### config.mk
export PLATFORM = sky130hd
export DESIGN_NAME = sd_resp_capture
export DESIGN_NICKNAME = d
export VERILOG_FILES = /design/src/rtl/sd_resp_capture.sv
export SDC_FILE = /design/constraint.sdc
export NUM_CORES = 1
export LEC_CHECK = 0
export CAP_MARGIN = 20
export CORE_ASPECT_RATIO = 1.1
export CORE_MARGIN = 2
export CORE_UTILIZATION = 51
export CTS_CLUSTER_SIZE = 10
export DETAILED_ROUTE_END_ITERATION = 7
export GPL_TIMING_DRIVEN = 0
export PLACE_DENSITY = 0.77
export SLEW_MARGIN = 20
export SYNTH_ARGS = -nofsm -noshare
export SYNTH_HDL_FRONTEND = slang
export SYNTH_SLANG_ARGS = --single-unit
### constraint.sdc
create_clock -name clk -period 3.1 [get_ports clk]
set_clock_uncertainty 0.15 [all_clocks]
set_input_delay 0.31 -clock clk [delete_from_list [all_inputs] [get_ports clk]]
set_output_delay 0.31 -clock clk [all_outputs]
set_load 0.02 [all_outputs]
### src/rtl/sd_resp_capture.sv
// sd_resp_capture: assembles CMD-line response words into the Response register
module sd_resp_capture #(
   parameter int WORD_W    = 32,
   parameter int NUM_WORDS = 4,
   parameter int CNT_W     = 3
) (
   input  logic                        clk,
   input  logic                        rst,
   input  logic                        resp_start,
   input  logic [1:0]                  resp_type,
   input  logic                        resp_valid,
   input  logic [WORD_W-1:0]           resp_word,
   input  logic                        resp_last,
   input  logic                        clr,
   output logic [WORD_W*NUM_WORDS-1:0] Response_out,
   output logic                        busy,
   output logic                        ack,
   output logic                        err_len
);
   localparam int RW = WORD_W*NUM_WORDS;
   typedef enum logic {IDLE, CAPTURE} state_t;
   state_t state;
   logic [1:0] typ;
   logic [CNT_W-1:0] cnt, exp_cnt;
   logic [RW-WORD_W-1:0] stage;
   logic [RW-1:0] stage_nxt, resp_nxt;
   logic take, hit, commit;
   assign busy = (state == CAPTURE);
   assign exp_cnt = (typ == 2'b10) ? CNT_W'(NUM_WORDS) : CNT_W'(1);
   assign take = busy && resp_valid && !resp_start;
   assign hit = (cnt + CNT_W'(1)) == exp_cnt;
   assign commit = take && hit && resp_last;
   // Words arrive MSW first, so shifting in from the bottom leaves word k at index exp-1-k
   assign stage_nxt = {stage, resp_word};
   // Next Response register value: a commit overrides a simultaneous clear
   always_comb begin
      resp_nxt = clr ? '0 : Response_out;
      if (commit) begin
         resp_nxt = Response_out;
         if (typ == 2'b10) resp_nxt = stage_nxt;
         else if (typ == 2'b11) resp_nxt[RW-1 -: WORD_W] = resp_word;
         else resp_nxt[WORD_W-1:0] = resp_word;
      end
   end
   // Capture FSM with staging, counter, ack pulse and sticky length error
   always_ff @(posedge clk) begin
      if (rst) begin
         state <= IDLE;
         typ <= 2'b00;
         cnt <= '0;
         stage <= '0;
         Response_out <= '0;
         ack <= 1'b0;
         err_len <= 1'b0;
      end else begin
         ack <= 1'b0;
         Response_out <= resp_nxt;
         if (resp_start) begin
            err_len <= busy;
            typ <= resp_type;
            cnt <= '0;
            state <= (resp_type == 2'b00) ? IDLE : CAPTURE;
         end else if (take) begin
            stage <= stage_nxt[RW-WORD_W-1:0];
            cnt <= cnt + CNT_W'(1);
            if (hit || resp_last) begin
               state <= IDLE;
               ack <= commit;
               err_len <= err_len | !commit;
            end
         end
      end
   end
endmodule

# == Word-level counts from Yosys, hierarchy flattened ==
# Cells that the tools add are included.
# classes
shifts,0
bitwise,4
mux,15
div,0
n_mul,0
order_cmp,0
reduce_logical,18
eq_ne,6
n_addsub,1
# ops
op,count
128-bit 2-to-1 mux,2
32-bit 2-to-1 mux,4
64-bit 2-to-1 mux,1
2-bit AND reduction,5
1-bit 2-to-1 mux,7
2-bit nonzero test,3
"2-bit == test, second input constant",2
1-bit logical AND,4
4-bit OR reduction,1
"3-bit by 1-bit adder with 3-bit output, second input constant",1
3-bit == test,1
3-bit 2-to-1 mux,1
"3-bit by 1-bit != test with 1-bit output, second input constant",1
"3-bit != test, second input constant",1
1-bit inverter,3
1-bit zero test,2
2-bit zero test,1
"2-bit by 1-bit != test with 1-bit output, second input constant",1
2-bit OR reduction,1
1-bit logical OR,1
1-bit OR,1
# word_totals
register_bits,232
wordCells,53
latchBits,0
mem_bits_rw,0
memories,0
inputBits,40
rom_bits,0

# == Logic depth before layout (Yosys ltp) ==
# logic_depth
word_depth,10
ltp_mapped,8

# == Worst setup path after synthesis ==
# Ideal clock, no wire load.
# synth_timing
kind,flip-flop to flip-flop
startpoint,register cnt[0]
endpoint,register Response_out[118]
path_stages_with_launch,9
path_buffers,2
arrival_time_ns,2.118
t_required_ns,2.829
synth_period_minus_slack_ns,2.389
slack_ns,0.711
cell_sequence,dfxtp_1 > ha_1 > xor2_2 > and3_1 > buf_4 > o211ai_4 > mux2i_4 > buf_6 > mux2_2
# synth_via
elab_chain_cells,6
word_cells_on_any_way,8
cone_classes,add/sub (1); eq/ne (2); mux (1); reduce/logical (4)
# synth_rtl
item,line,rtl
from (decl),24,"logic [CNT_W-1:0] cnt, exp_cnt;"
from (signal assigned),65,cnt <= cnt + CNT_W'(1);
3-bit by 1-bit adder with 3-bit output *,31,assign hit = (cnt + CNT_W'(1)) == exp_cnt;
3-bit == test *,31,
1-bit logical AND * (2 in a row),32,assign commit = take && hit && resp_last;
3-bit by 1-bit != test with 1-bit output (no line) or 2-bit nonzero test (tied branches),-,
2-bit AND reduction (no line),-,
to (signal assigned),57,Response_out <= resp_nxt;
to (decl),15,"output logic [WORD_W*NUM_WORDS-1:0] Response_out,"
# Mark *: on every way between the ends. The rest lies on a longest branch, timed or not.
# A chain may end at the register's enable or synchronous reset.

# == Final worst setup path ==
# layout_timing
startpoint,register cnt[0]
endpoint,register Response_out[5]
# layout_via
elab_chain_cells,6
word_cells_on_any_way,8
cone_classes,add/sub (1); eq/ne (2); mux (1); reduce/logical (4)
# layout_rtl
item,line
3-bit by 1-bit adder with 3-bit output *,31
3-bit == test *,31
1-bit logical AND * (2 in a row),32
3-bit != test (no line) or 2-bit nonzero test (tied branches),-
2-bit AND reduction (no line),-
# Marks and branches as above.

==> flow_metrics.py <==
metrics = {
    "floorplanning": {
        "pin_count": 171,
        "start_util_pct": 51.71,
        "fp-row-count": 49,
        "coreArea_sq_um": 16250,
        "dieWidth_um": 126.4,
        "dieArea_sq_um": 17520,
        "die_h_um": 138.6,
    },
    "power_and_ir_drop": {
        "power.leakage_nw": 4.083,
        "switching_share_pct": 22.16,
        "power_switching_w": 0.001329,
        "ir_drop_mv": 0.4217,
        "p_per_area_nw_per_um2": 542.5,
        "p_clk_share_pct": 44.3,
        "combPwrFrac_pct": 5.4,
        "internal_power_w": 0.004669,
        "seq_power_share_pct": 50.3,
    },
    "finish": {
        "n_fill_cell": 1313,
        "drive_above_1_share_pct": 7.671,
        "final_cells": 1299,
        "final_net_count": 1136,
        "antennaDiodeCount": 0,
        "post-route-util_pct": 68.06,
        "area_delta_synth_final_pct": 31.60,
    },
    "yosys": {
        "synthArstFlopShare_pct": 0,
        "ys_ff_latch": 232,
        "synth_common_cells": "232 x dfxtp_1, 193 x nand2_1, 130 x a21oi_1",
        "synth_top_family_by_area": "compound AO/OA/AOI/OAI gates",
        "synth_area_sq_um": 8402,
        "syn-num-nets": 937,
        "seq_area_frac_synth_pct": 55.28,
        "post-synth-top-area-cell": "dfxtp_1",
        "yosysUniqueCellTypes": 39,
        "synthCells": 896,
        "synth_fa_ha_area_share_pct": 0.1489,
        "yosysMostFrequentCell": "dfxtp_1",
        "synth_xor_area_share_pct": 0.5063,
        "syn_area_per_cell_sq_um": 9.377,
        "synth_top_area_share_pct": 55.28,
        "synth-edff-count": 0,
        "yosys.area_share.simple_pct": 16.31,
        "synthTopCellsByArea": "dfxtp_1 55%, a22o_1 10%, nand2_1 8.6%",
        "synthMuxAreaShare_pct": 5.034,
        "synth_compound_area_share_pct": 18.87,
        "yosysWarnings": 0,
        "ys.flop_type": "dfxtp_1",
    },
    "timing": {
        "setup_violations": 0,
        "fmax_mhz": 357.8,
        "rsz0062_at_grt": "no",
        "hold_violations": 0,
        "post-route-min-period_ns": 2.795,
        "slew_headroom_pct": 56.62,
        "fin_crit_sh_pct": 90.16,
        "worst_pin_slew_ns": 0.6472,
        "tns_ns": 0,
        "drv_slew": 0,
    },
    "global_route": {
        "grt_usage_pct": 26.36,
        "grt_use_met3_pct": 4.514,
        "met2_usage_pct": 43.23,
        "top_usage_layer": "met2",
        "grtUsageMet1_pct": 35.37,
        "antenna_found_initial": 0,
        "grt_max_degree": 13,
        "grt_pass1_vias": 7036,
        "grt_overflow": 0,
        "grt_first_pass_wirelength_um": 37480,
    },
    "setup_path": {
        "worstSetupPathType": "reg -> reg",
        "end_kind": "flip-flop",
        "crit_arrival_ns": 3.09,
        "rrSetupSlack_ns": 0.30,
        "cp_num_buf_inv": 1,
        "crit_slowest_cell": "nor3_2",
        "r2r_end": "Response_out[5]$_SDFFE_PP0P_",
        "r2r-start": "cnt[0]$_SDFFE_PP0N_",
        "worst-path-max-fanout": 10,
        "critPathMaxStageDelay_ns": 0.56,
        "cp_top_family": "compound AO/OA/AOI/OAI gates",
        "start_kind": "flip-flop",
        "crit_cells": 7,
        "cp_cell_sequence": "ha_1 -> xor2_2 -> nor3_2 -> o211ai_4 -> a211oi_2 -> buf_2 -> a22o_1",
        "required_ns": 3.40,
        "ff2ff_path_depth": 7,
    },
    "placement": {
        "gp_congestion": 0.8337,
        "port_buffers": 169,
        "dp.final_hpwl_um": 16430,
        "dpl.cell_count": 1269,
    },
    "job": {
        "maxCapViolCount": 0,
    },
    "clock_network": {
        "clkSinkCount": 232,
        "root_buffer": "clkbuf_16",
        "clock_latency_ns": 0.51,
        "numCtsBuffers": 27,
        "cts_htree_levels": 1,
        "cts_tree": "yes",
        "cts_buffer_depth": 3,
        "path_clk_slew_ns": 0.05,
    },
    "detailed_routing": {
        "wl_per_cell_um": 18.20,
        "ant_nets": 0,
        "drt_first_pass_iters": 5,
        "num_vias": 7156,
        "drc_errors": 0,
        "drt_iter0_markers": 510,
        "wl_um": 23640,
        "avgViaCountPerCell": 5.509,
    },
    "worst_hold_path": {
        "whs_endpoint": "stage[18]$_SDFFE_PP0P_",
        "min_delay_path_depth": 3,
        "hold_path.class": "in -> reg",
        "hp-start": "resp_word[18]",
    },
    "outcome": {
        "status": "complete, no violations",
    },
}
how the worst max path moves through the flow:
stage,start,end
floorplan,cnt[0]$_SDFFE_PP0N_,Response_out[118]$_SDFFE_PP0P_
global placement,rst,stage[40]$_SDFFE_PP0P_
detailed placement,rst,stage[73]$_SDFFE_PP0P_
CTS,cnt[0]$_SDFFE_PP0N_,Response_out[5]$_SDFFE_PP0P_
global route,cnt[0]$_SDFFE_PP0N_,Response_out[18]$_SDFFE_PP0P_
finish,cnt[0]$_SDFFE_PP0N_,Response_out[5]$_SDFFE_PP0P_
per-stage QoR:
| step | total power, W | worst slack, ns | cell area [sq um] | hold WS, ns |
|---|---|---|---|---|
| 2_1_floorplan | 0.003248 | 0.7113 | 8402 | 0.2855 |
| 3_3_place_gp | 0.003399 | 0.01126 | 10350 | 0.2926 |
| 3_5_place_dp | 0.003403 | -0.02118 | 10350 | 0.2967 |
| 4_1_cts | 0.006017 | 0.3099 | 11060 | 0.2705 |
| 5_1_grt | 0.006159 | 0.1632 | 11060 | 0.2986 |
| 6_report | 0.005998 | 0.3049 | 11060 | 0.2871 |
power groups by stage:
stage	logic, W	registers [W]	clock network, W
finish	0.000326	0.00302	0.00265
floorplan	0.000164	0.00308	0
CTS	0.000325	0.00302	0.00268
global placement	0.000319	0.00308	0
global route	0.000353	0.00302	0.00279
detailed placement	0.000322	0.00308	0
flip-flops by register name (all words and copies together), names as in the netlist:
register      flops
Response_out    128
stage            96
cnt               3
typ               2
ack               1
busy              1
err_len           1
cells in the final DEF (no fill, tap or decap), drive strengths merged:
cell type	n
dlygate4sd3	1
and2	1
nor2b	34
nand3b	1
buf	39
xnor2	1
nand2b	2
mux2i	5
clkinv	1
o41ai	1
nor2	39
a2111oi	1
xor2	3
o21ai	2
nor3	37
a41oi	1
inv	1
o211ai	1
a21oi	130
nand3	2
nor3b	1
clkbuf	61
clkdlybuf4s50	169
dfxtp	232
mux2	32
ha	1
a211oi	1
a22o	96
or3	2
o2bb2ai	2
nand2	193
and3	1
and3b	1
layer usage:
| metal | wire (um) | up-vias |
|---|---|---|
| li1 | - | 3472 |
| met1 | 10500 | 3400 |
| met2 | 11150 | 239 |
| met3 | 1395 | 45 |
| met4 | 596 | 0 |
| met5 | 0 | - |
cells by family (layout without fill, tap and decap cells):
family,after synthesis,after routing
AO/OA/AOI/OAI,235,235
AND/OR/NAND/NOR,314,314
flip-flops,232,232
XOR/XNOR,4,4
adder cells (fa/ha/maj),1,1
multiplexers,37,37
buffers and inverters,73,272
cell type report:
cell class | instances | area (sq um) | share of cell area [%]
buffer | 72 | 320.3 | 2.897
sequential | 232 | 4644 | 42.00
clock inverter | 1 | 8.758 | 0.07921
clock buffer | 28 | 689.4 | 6.235
tap | 204 | 255.2 | 2.308
timing repair buffer | 170 | 1702 | 15.39
multi-input combinational | 591 | 3433 | 31.05
inverter | 1 | 3.754 | 0.03395
timing repair:
item,4_1_cts,5_1_grt
hold buffers,1,0
hold endpoints to repair,3,0
gates resized for setup,0,0
buffers inserted,0,0
worst reg2reg max path, cell delays in order, from the launching register on:
cell      delay (ns)
dfxtp_1         0.36
ha_1            0.26
xor2_2          0.20
nor3_2          0.56
o211ai_4        0.16
a211oi_2        0.47
buf_2           0.37
a22o_1          0.20
Power figures use the tool's default switching activity.
